## config.mk

```make
export PLATFORM = sky130hd
export DESIGN_NAME = apb_soc_ctrl
export DESIGN_NICKNAME = d
export VERILOG_FILES = /design/src/rtl/apb_soc_ctrl.sv
export SDC_FILE = /design/constraint.sdc
export NUM_CORES = 1
export LEC_CHECK = 0
export ABC_AREA = 1
export BUFFER_PORTS_ARGS = -buffer_cell sky130_fd_sc_hd__buf_2
export CORE_UTILIZATION = 35
export DETAILED_ROUTE_END_ITERATION = 7
export PLACE_DENSITY = 0.55
export SLEW_MARGIN = 20
export SYNTH_ARGS = -nofsm -noshare
export SYNTH_HDL_FRONTEND = slang
export SYNTH_SLANG_ARGS = --single-unit
```

## constraint.sdc

```tcl
create_clock -name HCLK -period 1.86 [get_ports HCLK]
set_input_delay 0.093 -clock HCLK [delete_from_list [all_inputs] [get_ports HCLK]]
set_output_delay 0.093 -clock HCLK [all_outputs]
set_load 0.02 [all_outputs]
```

## src/rtl/apb_soc_ctrl.sv

```systemverilog
// ---------------------------------------------------------------------------
// apb_soc_ctrl -- APB slave holding SoC pad multiplexing / pad configuration,
// the core boot address, a lock against accidental reprogramming and a
// software reset pulse generator.
//
// Optional feature: define APB_SOC_CTRL_LOCK_EN to build the two-key lock FSM
// and write protection. Without it every register is always writable, LOCK
// reads 1 and locked_o is held low.
//
// Ports
//   HCLK, HRESET        clock, synchronous active-high reset
//   PADDR..PENABLE      APB request (register offset taken from PADDR[7:2])
//   PRDATA/PREADY/PSLVERR APB response; every access takes one wait state
//   pad_mux_o           per-pad mux select
//   pad_cfg_o           per-pad config, pad k at [k*PAD_CFG_W +: PAD_CFG_W]
//   boot_addr_o         core boot address
//   soft_rst_o          software reset pulse, SOFT_RST_CYCLES long
//   locked_o            high while protected registers reject writes
//
// Register map (offset):
//   0x00 PAD_MUX   0x04 BOOT_ADR   0x08 INFO (RO)   0x0C LOCK
//   0x10 SOFT_RST  0x20+4k PADCFGk, byte lane j -> pad 4k+j
// ---------------------------------------------------------------------------
module apb_soc_ctrl #(
  parameter int          APB_ADDR_WIDTH  = 12,
  parameter int          N_PADS          = 32,
  parameter int          PAD_CFG_W       = 6,
  parameter logic [31:0] BOOT_ADDR       = 32'h8000,
  parameter int          SOFT_RST_CYCLES = 16
) (
  input  logic                          HCLK,
  input  logic                          HRESET,
  input  logic [APB_ADDR_WIDTH-1:0]     PADDR,
  input  logic [31:0]                   PWDATA,
  input  logic                          PWRITE,
  input  logic                          PSEL,
  input  logic                          PENABLE,
  output logic [31:0]                   PRDATA,
  output logic                          PREADY,
  output logic                          PSLVERR,
  output logic [N_PADS-1:0]             pad_mux_o,
  output logic [N_PADS*PAD_CFG_W-1:0]   pad_cfg_o,
  output logic [31:0]                   boot_addr_o,
  output logic                          soft_rst_o,
  output logic                          locked_o
);

  localparam int          NCFG     = (N_PADS + 3) / 4;
  localparam logic [31:0] INFO_VAL = {16'h0, 8'(N_PADS), 4'(PAD_CFG_W), 4'h2};

  logic [5:0]   off;
  logic         access, wait_q, xfer, wr;
  logic         sel_mux, sel_boot, sel_info, sel_lock, sel_srst, sel_cfg;
  logic         unlocked, busy, err, srst_go;
  logic [31:0]  rdata;
  logic [7:0]   cnt;
  logic [255:0] cfg_rd;
  logic         unused_addr;

  // Only PADDR[7:2] selects a register; the rest of the address is don't-care.
  assign off         = PADDR[7:2];
  assign unused_addr = ^PADDR;

  assign sel_mux  = (off == 6'd0);
  assign sel_boot = (off == 6'd1);
  assign sel_info = (off == 6'd2);
  assign sel_lock = (off == 6'd3);
  assign sel_srst = (off == 6'd4);
  assign sel_cfg  = (int'(off) >= 8) && (int'(off) < 8 + NCFG);

  // ---------------------------------------------------------------------------
  // APB handshake: the first access cycle sets wait_q, the second completes.
  // wait_q falls whenever the access phase ends (PSEL or PENABLE low), so each
  // transfer, including back-to-back ones, gets exactly one wait state.
  // ---------------------------------------------------------------------------
  assign access = PSEL & PENABLE;

  always_ff @(posedge HCLK) begin
    if (HRESET) wait_q <= 1'b0;
    else        wait_q <= access & ~wait_q;
  end

  assign PREADY  = access & wait_q & ~HRESET;
  assign xfer    = PREADY;
  assign wr      = xfer & PWRITE;
  assign PRDATA  = (xfer & ~PWRITE) ? rdata : 32'h0;
  assign PSLVERR = xfer & err;

  // ---------------------------------------------------------------------------
  // Lock state
  // ---------------------------------------------------------------------------
`ifdef APB_SOC_CTRL_LOCK_EN
  typedef enum logic [1:0] {LOCKED, KEY1, UNLOCKED} lock_state_t;
  lock_state_t state, state_nxt;

  always_ff @(posedge HCLK) begin
    if (HRESET) state <= LOCKED;
    else        state <= state_nxt;
  end

  // Only completed writes move the FSM; reads leave a half-entered key alone.
  always_comb begin
    state_nxt = state;
    if (wr) begin
      case (state)
        LOCKED:   if (sel_lock && PWDATA == 32'hA5) state_nxt = KEY1;
        KEY1:     state_nxt = (sel_lock && PWDATA == 32'h5A) ? UNLOCKED : LOCKED;
        UNLOCKED: if (sel_lock) state_nxt = LOCKED;
        default:  state_nxt = LOCKED;
      endcase
    end
  end

  assign unlocked = (state == UNLOCKED);
  assign locked_o = ~unlocked;
`else
  assign unlocked = 1'b1;
  assign locked_o = 1'b0;
`endif

  // ---------------------------------------------------------------------------
  // Read mux and error decode
  // ---------------------------------------------------------------------------
  // Pad configs spread onto byte lanes, unused bits and missing pads zero.
  always_comb begin
    cfg_rd = '0;
    for (int p = 0; p < N_PADS; p++)
      cfg_rd[p*8 +: PAD_CFG_W] = pad_cfg_o[p*PAD_CFG_W +: PAD_CFG_W];
  end

  always_comb begin
    rdata = 32'h0;
    err   = 1'b0;
    if (sel_mux) begin
      rdata = 32'(pad_mux_o);
      err   = PWRITE & ~unlocked;
    end else if (sel_boot) begin
      rdata = boot_addr_o;
      err   = PWRITE & ~unlocked;
    end else if (sel_info) begin
      rdata = INFO_VAL;
      err   = PWRITE;
    end else if (sel_lock) begin
      // Lock-less builds report permanently unlocked (reads 1).
      rdata = {31'b0, unlocked};
    end else if (sel_srst) begin
      rdata = {31'b0, busy};
      err   = PWRITE & ~unlocked;
    end else if (sel_cfg) begin
      rdata = cfg_rd[int'(off[2:0])*32 +: 32];
      err   = PWRITE & ~unlocked;
    end else begin
      err   = 1'b1;
    end
  end

  // ---------------------------------------------------------------------------
  // Configuration registers
  // ---------------------------------------------------------------------------
  always_ff @(posedge HCLK) begin
    if (HRESET) begin
      pad_mux_o   <= '0;
      pad_cfg_o   <= '0;
      boot_addr_o <= BOOT_ADDR;
    end else if (wr && !err) begin
      if (sel_mux)  pad_mux_o   <= PWDATA[N_PADS-1:0];
      if (sel_boot) boot_addr_o <= PWDATA;
      if (sel_cfg) begin
        for (int p = 0; p < N_PADS; p++)
          if (off[2:0] == 3'(p / 4))
            pad_cfg_o[p*PAD_CFG_W +: PAD_CFG_W] <= PWDATA[(p % 4)*8 +: PAD_CFG_W];
      end
    end
  end

  // ---------------------------------------------------------------------------
  // Soft reset pulse: a down-counter loaded on trigger; soft_rst_o is its own
  // flop, held high while the counter has more than one cycle left.
  // ---------------------------------------------------------------------------
  assign busy    = (cnt != 8'd0);
  assign srst_go = wr & sel_srst & ~err & PWDATA[0] & ~busy;

  always_ff @(posedge HCLK) begin
    if (HRESET) begin
      cnt        <= 8'd0;
      soft_rst_o <= 1'b0;
    end else if (srst_go) begin
      cnt        <= 8'(SOFT_RST_CYCLES);
      soft_rst_o <= 1'b1;
    end else if (busy) begin
      cnt        <= cnt - 8'd1;
      soft_rst_o <= (cnt > 8'd1);
    end
  end

endmodule
```

==> run metrics <==
Max IR drop VDD=0.0006374 V; Max Slew Vio Count=0; CP peak stage delay=0.47 ns; Placed Area=0.01483 mm^2; Worst Path Arrival=1.76 ns; Setup violations, final=0; slew margin rel.=0.5241; DR vias/cell=5.406; drt drc=0; Lkg Pwr=7.813 nW; final WL=53570 um; layout cells sized above 1=0.3413; Power Dens Cells=829.3 mW/mm^2; M1 GR Usage=0.3734; Bufs and invs on worst path=1; gr ovfl total=0; Post-Synthesis Cells=1753; CP Capture Type=primary output; routability congestion estimate=0.9032; Synth warnings=0; fmax=538.7 MHz; Worst path slowest cell=dfxtp_1; critical-path cell list=o2111ai_4 -> nand2_2 -> nand3_4 -> a21oi_4 -> buf_6; Worst Tran Pin Value=0.7138 ns; met3 usage=0.04997; Routed Antenna Nets=0; I/O Buffers=333; clock latency on the worst-skew pair=0.50 ns; first-pass GRT wire length=79900 um; Die Area=0.03541 mm^2; Max Root-Sink Buffers=3; library cells used by synthesis=32; fin cells=2586; synth-to-layout area growth=40.68%; vias in the first global route=13010; sequential share of the synthesized area=0.4390; setup slack after placement=-0.03235 ns; status=complete, no violations; largest net degree at the start of global routing=137; CTS sink count=266; EDFF count, synth=0; GR Util All Layers=0.2924; Req. time, crit path=1.77 ns; core area=0.03378 mm^2; TritonRoute pass-1 iters=6; Die X=188.2 um; Synth Net Count=1804; Starting Density=0.3591; Hold Path Class=input pin to register; wire length per cell=20.71 um; peak fanout along the critical path=3; final worst setup slack=0.003791 ns; Worst Skew=0.009445 ns; finished layout cell area=0.01707 mm^2; Inserted Clock Buffers=34; Filler cells=3331; initial antenna violation count=1; Site Rows=67; nets=2162; Hold Slack=0.008678 ns; DIE HEIGHT=188.2 um; Avg Inst Size Synth=6.920 um^2; GRT busiest layer=met2; CTS tree=yes; asr flop ratio synth=0; Final Util=0.5051; Vias=13980; Mapped Area=0.01213 mm^2; number of H-tree levels=2; Final Hold Vio Count=0; met2 usage=0.4942; max_cap viols=0; Worst setup SP type=register; top_reg_cell synth=dfxtp_1; final clock period utilization by the worst path=0.9980; Worst-path clk slew=0.06 ns; CP Class=register to primary output; Final Power=14.15 mW; Clock Tree Root=clkbuf_16; violation count after the first detailed-route iteration=1227; final setup TNS=0 ns; RSZ-0062 raised after global routing=yes; delay-heaviest family, CP=flip-flops; IO Count=341; hpwl dp=36730 um; Placed Cells incl. Taps=2477; post-route minimum period=1.856 ns; Yosys reg bits=266
sequential cells by signal (all words and copies together) (netlist names):
register     count
cnt              8
soft_rst_o       1
pad_cfg_o      192
pad_mux_o       32
boot_addr_o     32
wait_q           1
report_power, final:
| group | internal (mW) | switching [mW] | total, mW |
|---|---|---|---|
| clock network | 4.00 | 2.55 | 6.55 |
| logic | 0.673 | 1.09 | 1.76 |
| registers | 5.78 | 0.0593 | 5.84 |
logic make-up (layout without fill, tap and decap cells):
logic type      count (synthesis)  in the layout  synth area share
compound gates                368            368            0.1625
buf+inv                       249            632           0.08468
fa+ha+maj                       2              2          0.002063
flops                         266            266            0.4390
simple gates                  863            863            0.3086
xor+xnor                        4              4          0.002889
other cells                     1              3         0.0003091
final timing paths:
check / startpoint / endpoint / slack, ns / depth (start not counted)
worst max-delay path: pad_cfg_o[88]$_SDFFE_PP0P_ / PRDATA[20] / 0.004 / 5
worst min-delay path: PWDATA[16] / pad_cfg_o[12]$_SDFFE_PP0P_ / 0.009 / 3
worst max register to register: wait_q$_SDFF_PP0_ / pad_cfg_o[176]$_SDFFE_PP0P_ / 0.24 / 8
worst min register to register: wait_q$_SDFF_PP0_ / wait_q$_SDFF_PP0_ / 0.44 / 1
metal layers:
layer  vias up  part of all wire
li1       6604                 -
met1      6652              0.40
met2       610              0.48
met3       115             0.080
met4         0             0.035
met5         -                 0
worst reg2reg max path: stages, from the launching register on:
cell     delay [ns]
dfxtp_1        0.34
nand2_2        0.10
nor2_1         0.17
inv_2          0.06
a21oi_4        0.23
buf_12         0.21
buf_12         0.17
nand4_1        0.09
a21oi_1        0.16
placed cells by master (no fill, tap or decap), types with 17 or more instances in the layout:
master	n
a21oi_1	154
clkbuf_16	37
buf_2	307
dfxtp_2	78
nand4_1	146
nand3_2	17
dfxtp_1	187
inv_1	63
o21ai_1	61
inv_2	17
nand2_1	369
o21ai_0	49
buf_12	29
o22ai_1	49
nand2_2	17
buf_4	121
nor2_1	271
cell usage after synthesis (4+ instances only):
| master | instances | share of area |
|---|---|---|
| nand2_1 | 387 | 0.12 |
| nor2_1 | 282 | 0.087 |
| dfxtp_1 | 266 | 0.44 |
| a21oi_1 | 170 | 0.070 |
| nand4_1 | 146 | 0.075 |
| clkbuf_1 | 107 | 0.033 |
| o21ai_0 | 83 | 0.034 |
| inv_1 | 78 | 0.024 |
| o22ai_1 | 54 | 0.028 |
| buf_2 | 44 | 0.018 |
| o21ai_1 | 36 | 0.015 |
| nand3_1 | 30 | 0.012 |
| a31oi_1 | 12 | 0.0062 |
| buf_4 | 10 | 0.0062 |
| o2111ai_1 | 9 | 0.0065 |
| nand4_2 | 5 | 0.0052 |
| nor2_2 | 5 | 0.0026 |
| inv_2 | 4 | 0.0012 |
final cells by class:
type,count,area [um^2],area share
Clock inverter,8,65.06,0.003813
Multi-Input combinational cell,1238,6296,0.3689
Tap cell,448,560.5,0.03285
Clock buffer,53,1046,0.06129
Sequential cell,266,5426,0.3180
Antenna cell,2,5.005,0.0002933
Inverter,85,325.3,0.01906
Timing Repair Buffer,486,3341,0.1958
repair_timing:
item,CTS,global route
gates resized for setup,155,122
setup endpoints to repair,30,30
setup buffers,11,20
hold buffers,15,0
hold endpoints to repair,56,0
pin swaps,49,66
Power figures use the tool's default switching activity.
